## src/rtl/fsqrt_arbiter.sv

```systemverilog
// Two-requester round-robin front end for a fixed-latency fsqrt unit, with flush/drain control.
// Optional per-requester issue counters are built only when FSQRT_ARB_STATS_EN is defined.
module fsqrt_arbiter #(
    parameter int LAT = 2
) (
    input  logic        clk,
    input  logic        rst,
    input  logic        req0_valid,
    input  logic [31:0] req0_a,
    input  logic        req1_valid,
    input  logic [31:0] req1_a,
    output logic        req0_grant,
    output logic        req1_grant,
    output logic [31:0] fs_a,
    input  logic [31:0] fs_s,
    output logic        res_valid,
    output logic        res_id,
    output logic [31:0] res_data,
    output logic [1:0]  inflight,
    input  logic        flush,
    output logic        flush_done,
    output logic [15:0] stat0_cnt,
    output logic [15:0] stat1_cnt
);

    typedef enum logic [1:0] {
        RUN     = 2'd0,
        DRAIN   = 2'd1,
        DRAINED = 2'd2
    } state_t;

    state_t           state_r;
    logic             rr_r;
    logic [LAT-1:0]   tag_v_r;
    logic [LAT-1:0]   tag_id_r;
    logic             issue_ok_s;
    logic             grant_any_s;
    logic             grant_id_s;

    // Grant selection: only in RUN with no flush request, never while reset is held.
    always_comb begin
        req0_grant = 1'b0;
        req1_grant = 1'b0;
        issue_ok_s = !rst && (state_r == RUN) && !flush;
        if (issue_ok_s) begin
            if (req0_valid && req1_valid) begin
                req0_grant = !rr_r;
                req1_grant = rr_r;
            end else begin
                req0_grant = req0_valid;
                req1_grant = req1_valid;
            end
        end else begin
            req0_grant = 1'b0;
            req1_grant = 1'b0;
        end
        grant_any_s = req0_grant || req1_grant;
        grant_id_s  = req1_grant;
    end

    // Operand mux toward the fsqrt unit; zero when nothing is issued.
    always_comb begin
        fs_a = 32'h0000_0000;
        if (req0_grant) begin
            fs_a = req0_a;
        end else if (req1_grant) begin
            fs_a = req1_a;
        end else begin
            fs_a = 32'h0000_0000;
        end
    end

    // Round-robin pointer and the {valid, id} tag shift register that tracks the fsqrt pipeline.
    always_ff @(posedge clk or posedge rst) begin
        if (rst) begin
            rr_r     <= 1'b0;
            tag_v_r  <= '0;
            tag_id_r <= '0;
        end else begin
            if (grant_any_s) begin
                rr_r <= !grant_id_s;
            end
            tag_v_r[0]  <= grant_any_s;
            tag_id_r[0] <= grant_id_s;
            for (int i = 1; i < LAT; i++) begin
                tag_v_r[i]  <= tag_v_r[i-1];
                tag_id_r[i] <= tag_id_r[i-1];
            end
        end
    end

    // Result capture: fs_s is aligned with the last tag stage; id/data hold between pulses.
    always_ff @(posedge clk or posedge rst) begin
        if (rst) begin
            res_valid <= 1'b0;
            res_id    <= 1'b0;
            res_data  <= 32'h0000_0000;
        end else begin
            res_valid <= tag_v_r[LAT-1];
            if (tag_v_r[LAT-1]) begin
                res_id   <= tag_id_r[LAT-1];
                res_data <= fs_s;
            end
        end
    end

    // Outstanding-operation count: issued but not yet seen on res_valid.
    always_ff @(posedge clk or posedge rst) begin
        if (rst) begin
            inflight <= 2'd0;
        end else begin
            case ({grant_any_s, res_valid})
                2'b10:   inflight <= inflight + 2'd1;
                2'b01:   inflight <= inflight - 2'd1;
                default: inflight <= inflight;
            endcase
        end
    end

    // Flush control FSM; flush_done is registered alongside the DRAINED state.
    always_ff @(posedge clk or posedge rst) begin
        if (rst) begin
            state_r    <= RUN;
            flush_done <= 1'b0;
        end else begin
            case (state_r)
                RUN: begin
                    if (flush) begin
                        state_r <= DRAIN;
                    end
                    flush_done <= 1'b0;
                end
                DRAIN: begin
                    if (!flush) begin
                        state_r    <= RUN;
                        flush_done <= 1'b0;
                    end else if ((tag_v_r == '0) && (inflight == 2'd0)) begin
                        state_r    <= DRAINED;
                        flush_done <= 1'b1;
                    end else begin
                        flush_done <= 1'b0;
                    end
                end
                DRAINED: begin
                    if (!flush) begin
                        state_r    <= RUN;
                        flush_done <= 1'b0;
                    end else begin
                        flush_done <= 1'b1;
                    end
                end
                default: begin
                    state_r    <= RUN;
                    flush_done <= 1'b0;
                end
            endcase
        end
    end

`ifdef FSQRT_ARB_STATS_EN
    logic [15:0] stat0_r;
    logic [15:0] stat1_r;

    // Saturating per-requester issue counters.
    always_ff @(posedge clk or posedge rst) begin
        if (rst) begin
            stat0_r <= 16'h0000;
            stat1_r <= 16'h0000;
        end else begin
            if (req0_grant && (stat0_r != 16'hFFFF)) begin
                stat0_r <= stat0_r + 16'h0001;
            end
            if (req1_grant && (stat1_r != 16'hFFFF)) begin
                stat1_r <= stat1_r + 16'h0001;
            end
        end
    end

    assign stat0_cnt = stat0_r;
    assign stat1_cnt = stat1_r;
`else
    assign stat0_cnt = 16'h0000;
    assign stat1_cnt = 16'h0000;
`endif

endmodule

```

## config.mk

```make
export PLATFORM = sky130hd
export DESIGN_NAME = fsqrt_arbiter
export DESIGN_NICKNAME = d
export VERILOG_FILES = /design/src/rtl/fsqrt_arbiter.sv
export SDC_FILE = /design/constraint.sdc
export NUM_CORES = 1
export LEC_CHECK = 0
export ABC_AREA = 1
export BUFFER_PORTS_ARGS = -buffer_cell sky130_fd_sc_hd__buf_2
export CAP_MARGIN = 20
export CORE_MARGIN = 2
export CORE_UTILIZATION = 35
export DETAILED_ROUTE_END_ITERATION = 12
export PLACE_DENSITY = 0.74
export SLEW_MARGIN = 20
export SYNTH_ARGS = -nofsm -noshare
export SYNTH_HDL_FRONTEND = slang
export SYNTH_SLANG_ARGS = --single-unit
```

## constraint.sdc

```tcl
create_clock -name clk -period 1.8 [get_ports clk]
set_clock_uncertainty 0.05 [all_clocks]
set_input_delay 0.09 -clock clk [delete_from_list [all_inputs] [get_ports clk]]
set_output_delay 0.09 -clock clk [all_outputs]
set_load 0.01 [all_outputs]
```

==> impl_metrics.xml <==
<?xml version="1.0" encoding="UTF-8"?>
<metrics>
  <group name="outcome">
    <metric name="outcome" unit="">complete, but fails checks</metric>
    <metric name="violations" unit="">setup timing</metric>
  </group>
  <group name="placed_design">
    <metric name="port_buffers" unit="">171</metric>
    <metric name="dp_slack" unit="ns">0.0436</metric>
    <metric name="placed_area" unit="um2">3360</metric>
    <metric name="dp.final_hpwl" unit="mm">5.28</metric>
    <metric name="gpl_congestion" unit="">0.831</metric>
  </group>
  <group name="global_route">
    <metric name="grt_usage" unit="%">17.6</metric>
    <metric name="grt_remaining_overflow" unit="">0</metric>
    <metric name="grt_start_max_net_pins" unit="">45</metric>
    <metric name="initial_antenna_violation_count" unit="">0</metric>
    <metric name="via_count_of_the_first_global_routing_pass" unit="">2394</metric>
    <metric name="grt_first_pass_wirelength" unit="mm">10.8</metric>
  </group>
  <group name="power">
    <metric name="irDropWorstVdd" unit="mV">0.391</metric>
    <metric name="p_per_area" unit="nW/um2">1130</metric>
    <metric name="leakage" unit="nW">2.23</metric>
  </group>
  <group name="drt">
    <metric name="drt-pass1-iter-count" unit="">4</metric>
    <metric name="finalWirelength" unit="mm">7.34</metric>
    <metric name="drt-wirelength-per-cell" unit="um">12.8</metric>
    <metric name="detailroute.via_count" unit="">2443</metric>
    <metric name="1st_iter_drt_viols" unit="">57</metric>
    <metric name="post_drt_via_cell_ratio" unit="">4.26</metric>
    <metric name="drc" unit="">0</metric>
    <metric name="detail-route-antenna-nets" unit="">0</metric>
  </group>
  <group name="yosys">
    <metric name="ys_ff_latch" unit="">44</metric>
    <metric name="yosys_warnings" unit="">0</metric>
    <metric name="post_synth_instance_area" unit="um2">2510</metric>
    <metric name="syn_area_per_cell" unit="um2">9.35</metric>
    <metric name="netlist_top_cells_area" unit="">dfrtp_1, mux2_2, buf_4</metric>
    <metric name="synth_cell_type_count" unit="">21</metric>
    <metric name="yosysTopAreaCellShare" unit="%">43.9</metric>
    <metric name="synthesized_instance_count" unit="">268</metric>
    <metric name="netlist.top_cell.by_area" unit="">dfrtp_1</metric>
    <metric name="synth_sequential_area_ratio" unit="%">43.9</metric>
  </group>
  <group name="timing">
    <metric name="layout_worst_path_cycle_share" unit="%">105</metric>
    <metric name="grt_setup_unrepaired" unit="">true</metric>
    <metric name="report.final.setup_viol" unit="">32</metric>
    <metric name="final_number_of_max_transition_violations" unit="">0</metric>
    <metric name="achievable-frequency" unit="MHz">530</metric>
    <metric name="report.final.hold_viol_count" unit="">0</metric>
    <metric name="max_slew.worst_pin.slew" unit="ns">0.545</metric>
    <metric name="max-slew-margin-rel" unit="%">63.7</metric>
    <metric name="final_critical_path_setup_slack" unit="ns">-0.0868</metric>
    <metric name="min_tclk_post_route" unit="ns">1.89</metric>
  </group>
  <group name="die">
    <metric name="io_pins" unit="">204</metric>
    <metric name="dieHeight" unit="um">88.6</metric>
    <metric name="initial_core_util" unit="%">36.5</metric>
    <metric name="fp-row-count" unit="">30</metric>
    <metric name="die_w" unit="um">88.6</metric>
    <metric name="fp.coreArea" unit="um2">6870</metric>
    <metric name="floorplan.die_area" unit="um2">7850</metric>
  </group>
  <group name="worst_setup_path">
    <metric name="crit_type" unit="">register to output pin</metric>
    <metric name="worst_setup_path_start_kind" unit="">register</metric>
    <metric name="cp_max_fanout" unit="">17</metric>
    <metric name="critPathCaptureType" unit="">output pin</metric>
    <metric name="worst_ep_arrival_time" unit="ns">1.75</metric>
    <metric name="ff_to_ff_setup_slack" unit="ns">0.03</metric>
    <metric name="worst-endpoint-required" unit="ns">1.66</metric>
  </group>
  <group name="clock_network">
    <metric name="tritoncts" unit="">built</metric>
    <metric name="worst_skew_pair.late_latency" unit="ns">0.29</metric>
    <metric name="ctsRootBufferMaster" unit="">clkbuf_8</metric>
    <metric name="cts-root-to-sink-buffers" unit="">2</metric>
    <metric name="numCtsBuffers" unit="">5</metric>
    <metric name="cts_htree_levels" unit="">2</metric>
    <metric name="clkTransAtPathRegs" unit="ns">0.08</metric>
    <metric name="cts_sinks" unit="">44</metric>
  </group>
  <group name="layout">
    <metric name="multiInputGateArea" unit="um2">1110</metric>
    <metric name="design.final.nets" unit="">583</metric>
    <metric name="area_growth_syn_to_layout" unit="%">57.3</metric>
    <metric name="final_layout_size_suffix_gt1_share" unit="%">51.5</metric>
    <metric name="filler_cell_count" unit="">595</metric>
    <metric name="diodes" unit="">0</metric>
    <metric name="post-route-cell-area" unit="um2">3940</metric>
    <metric name="ff_latch_area" unit="um2">1100</metric>
  </group>
  <group name="flow_run">
    <metric name="max_capacitance_violation_total" unit="">0</metric>
  </group>
  <group name="worst_hold_path">
    <metric name="worstHoldPathType" unit="">input pin to register</metric>
  </group>
</metrics>
-- cell families (layout without fill, tap and decap cells) --
logic type	Yosys count	after routing	share of synthesized area (%)
buf+inv	90	269	19.4
simple gates	58	58	11.1
flops	44	44	43.9
compound gates	35	35	7.44
mux	33	33	14.8
fa+ha+maj	5	5	2.50
xor+xnor	2	2	0.699
other cells	1	32	0.150
-- metal layers --
metal	part of all wire, %	routed length, um	vias up	track usage (%)
li1	-	-	1217	-
met1	41	3010	1091	20.7
met2	49	3620	130	31.9
met3	8.6	633	5	4.48
met4	0.93	68	0	4.55
met5	0	0	-	0
-- state kept, by name (all words and copies together) (netlist names) --
register and flops:
res_data 32, inflight 2, state_r 2, tag_id_r 2
tag_v_r 2, flush_done 1, res_id 1, res_valid 1
rr_r 1
-- layout make-up --
class	count	area share, %
Clock buffer	6	2.10
Clock inverter	2	0.984
Inverter	45	4.29
Multi-Input combinational cell	165	28.1
Sequential cell	44	27.9
Tap cell	96	3.05
Timing Repair Buffer	216	33.6
-- critical path: stages (launching register included) --
cell and delay (ns):
dfrtp_1 0.41, inv_2 0.09, ha_4 0.14, nand2_4 0.05, nor2_4 0.19, nand2_4 0.12, buf_12 0.17, o21ai_1 0.13
buf_2 0.15
-- power by group --
| part | internal [mW] | total (mW) | switching (mW) |
|---|---|---|---|
| Combinational | 1.02 | 2.01 | 0.990 |
| Clock | 0.454 | 0.779 | 0.326 |
| Sequential | 1.43 | 1.66 | 0.224 |
| Total | 2.91 | 4.45 | 1.54 |
-- cells in the final DEF (no fill, tap or decap) --
master           n
a21boi_2         1
buf_4            8
dlygate4sd3_1   33
clkinv_4         1
o21ai_2          9
clkbuf_8         6
buf_12           2
buf_6            1
nand2_1         15
inv_2            6
bufinv_16        1
clkbuf_16        1
dfrtp_1         44
xnor2_1          2
o21ai_1         23
nand3_1         36
a21boi_1         1
ha_1             3
ha_4             2
a21boi_0         1
nand2_2          1
inv_1           39
nor2_4           1
buf_2          171
and2_1           1
mux2_2          33
nor2_1           2
nand2_4          2
conb_1          32
-- cells in the mapped netlist --
library cell and n:
mux2_2 33, and2_1 1, buf_6 1, inv_2 3
nand2_1 16, nor2_4 1, o21ai_1 30, buf_4 34
a21boi_2 1, buf_2 10, inv_1 42, nand2_2 2
a21boi_0 1, nand3_1 36, nor2_1 2, ha_1 5
xnor2_1 2, dfrtp_1 44, a21boi_1 1, conb_1 1
o21ai_0 2
-- metrics by stage --
step	total power [mW]	std cells	TNS [ns]	utilization [%]	hold WS (ns)
2_1_floorplan	2.83	299	0	-	0.192
3_3_place_gp	3.47	527	0	48.9	0.236
3_5_place_dp	3.54	527	0	48.9	0.260
4_1_cts	4.44	570	-1.27	56.2	0.0550
5_1_grt	4.79	574	-5.31	57.4	0.0878
6_report	4.45	574	-1.92	57.4	0.0663
-- path summary, 6_finish.rpt --
check                       startpoint          end  cells after the start
setup / recovery            state_r[0]      fs_a[4]                      8
hold / removal                   flush   flush_done                      3
setup reg to reg            state_r[0]  inflight[1]                     11
hold reg to reg            tag_id_r[0]  tag_id_r[1]                      0
max in group asynchronous          rst  res_data[3]                      4
min in group asynchronous          rst   flush_done                      4
-- repair_timing --
item,in CTS,in global routing
endpoints found under the setup margin,33,34
cloned,0,2
hold buffers,33,0
pin swaps,1,1
buffers inserted,2,2
endpoints found under the hold margin,76,0
gates resized for setup,9,9
(Power assumes the default switching activity.)
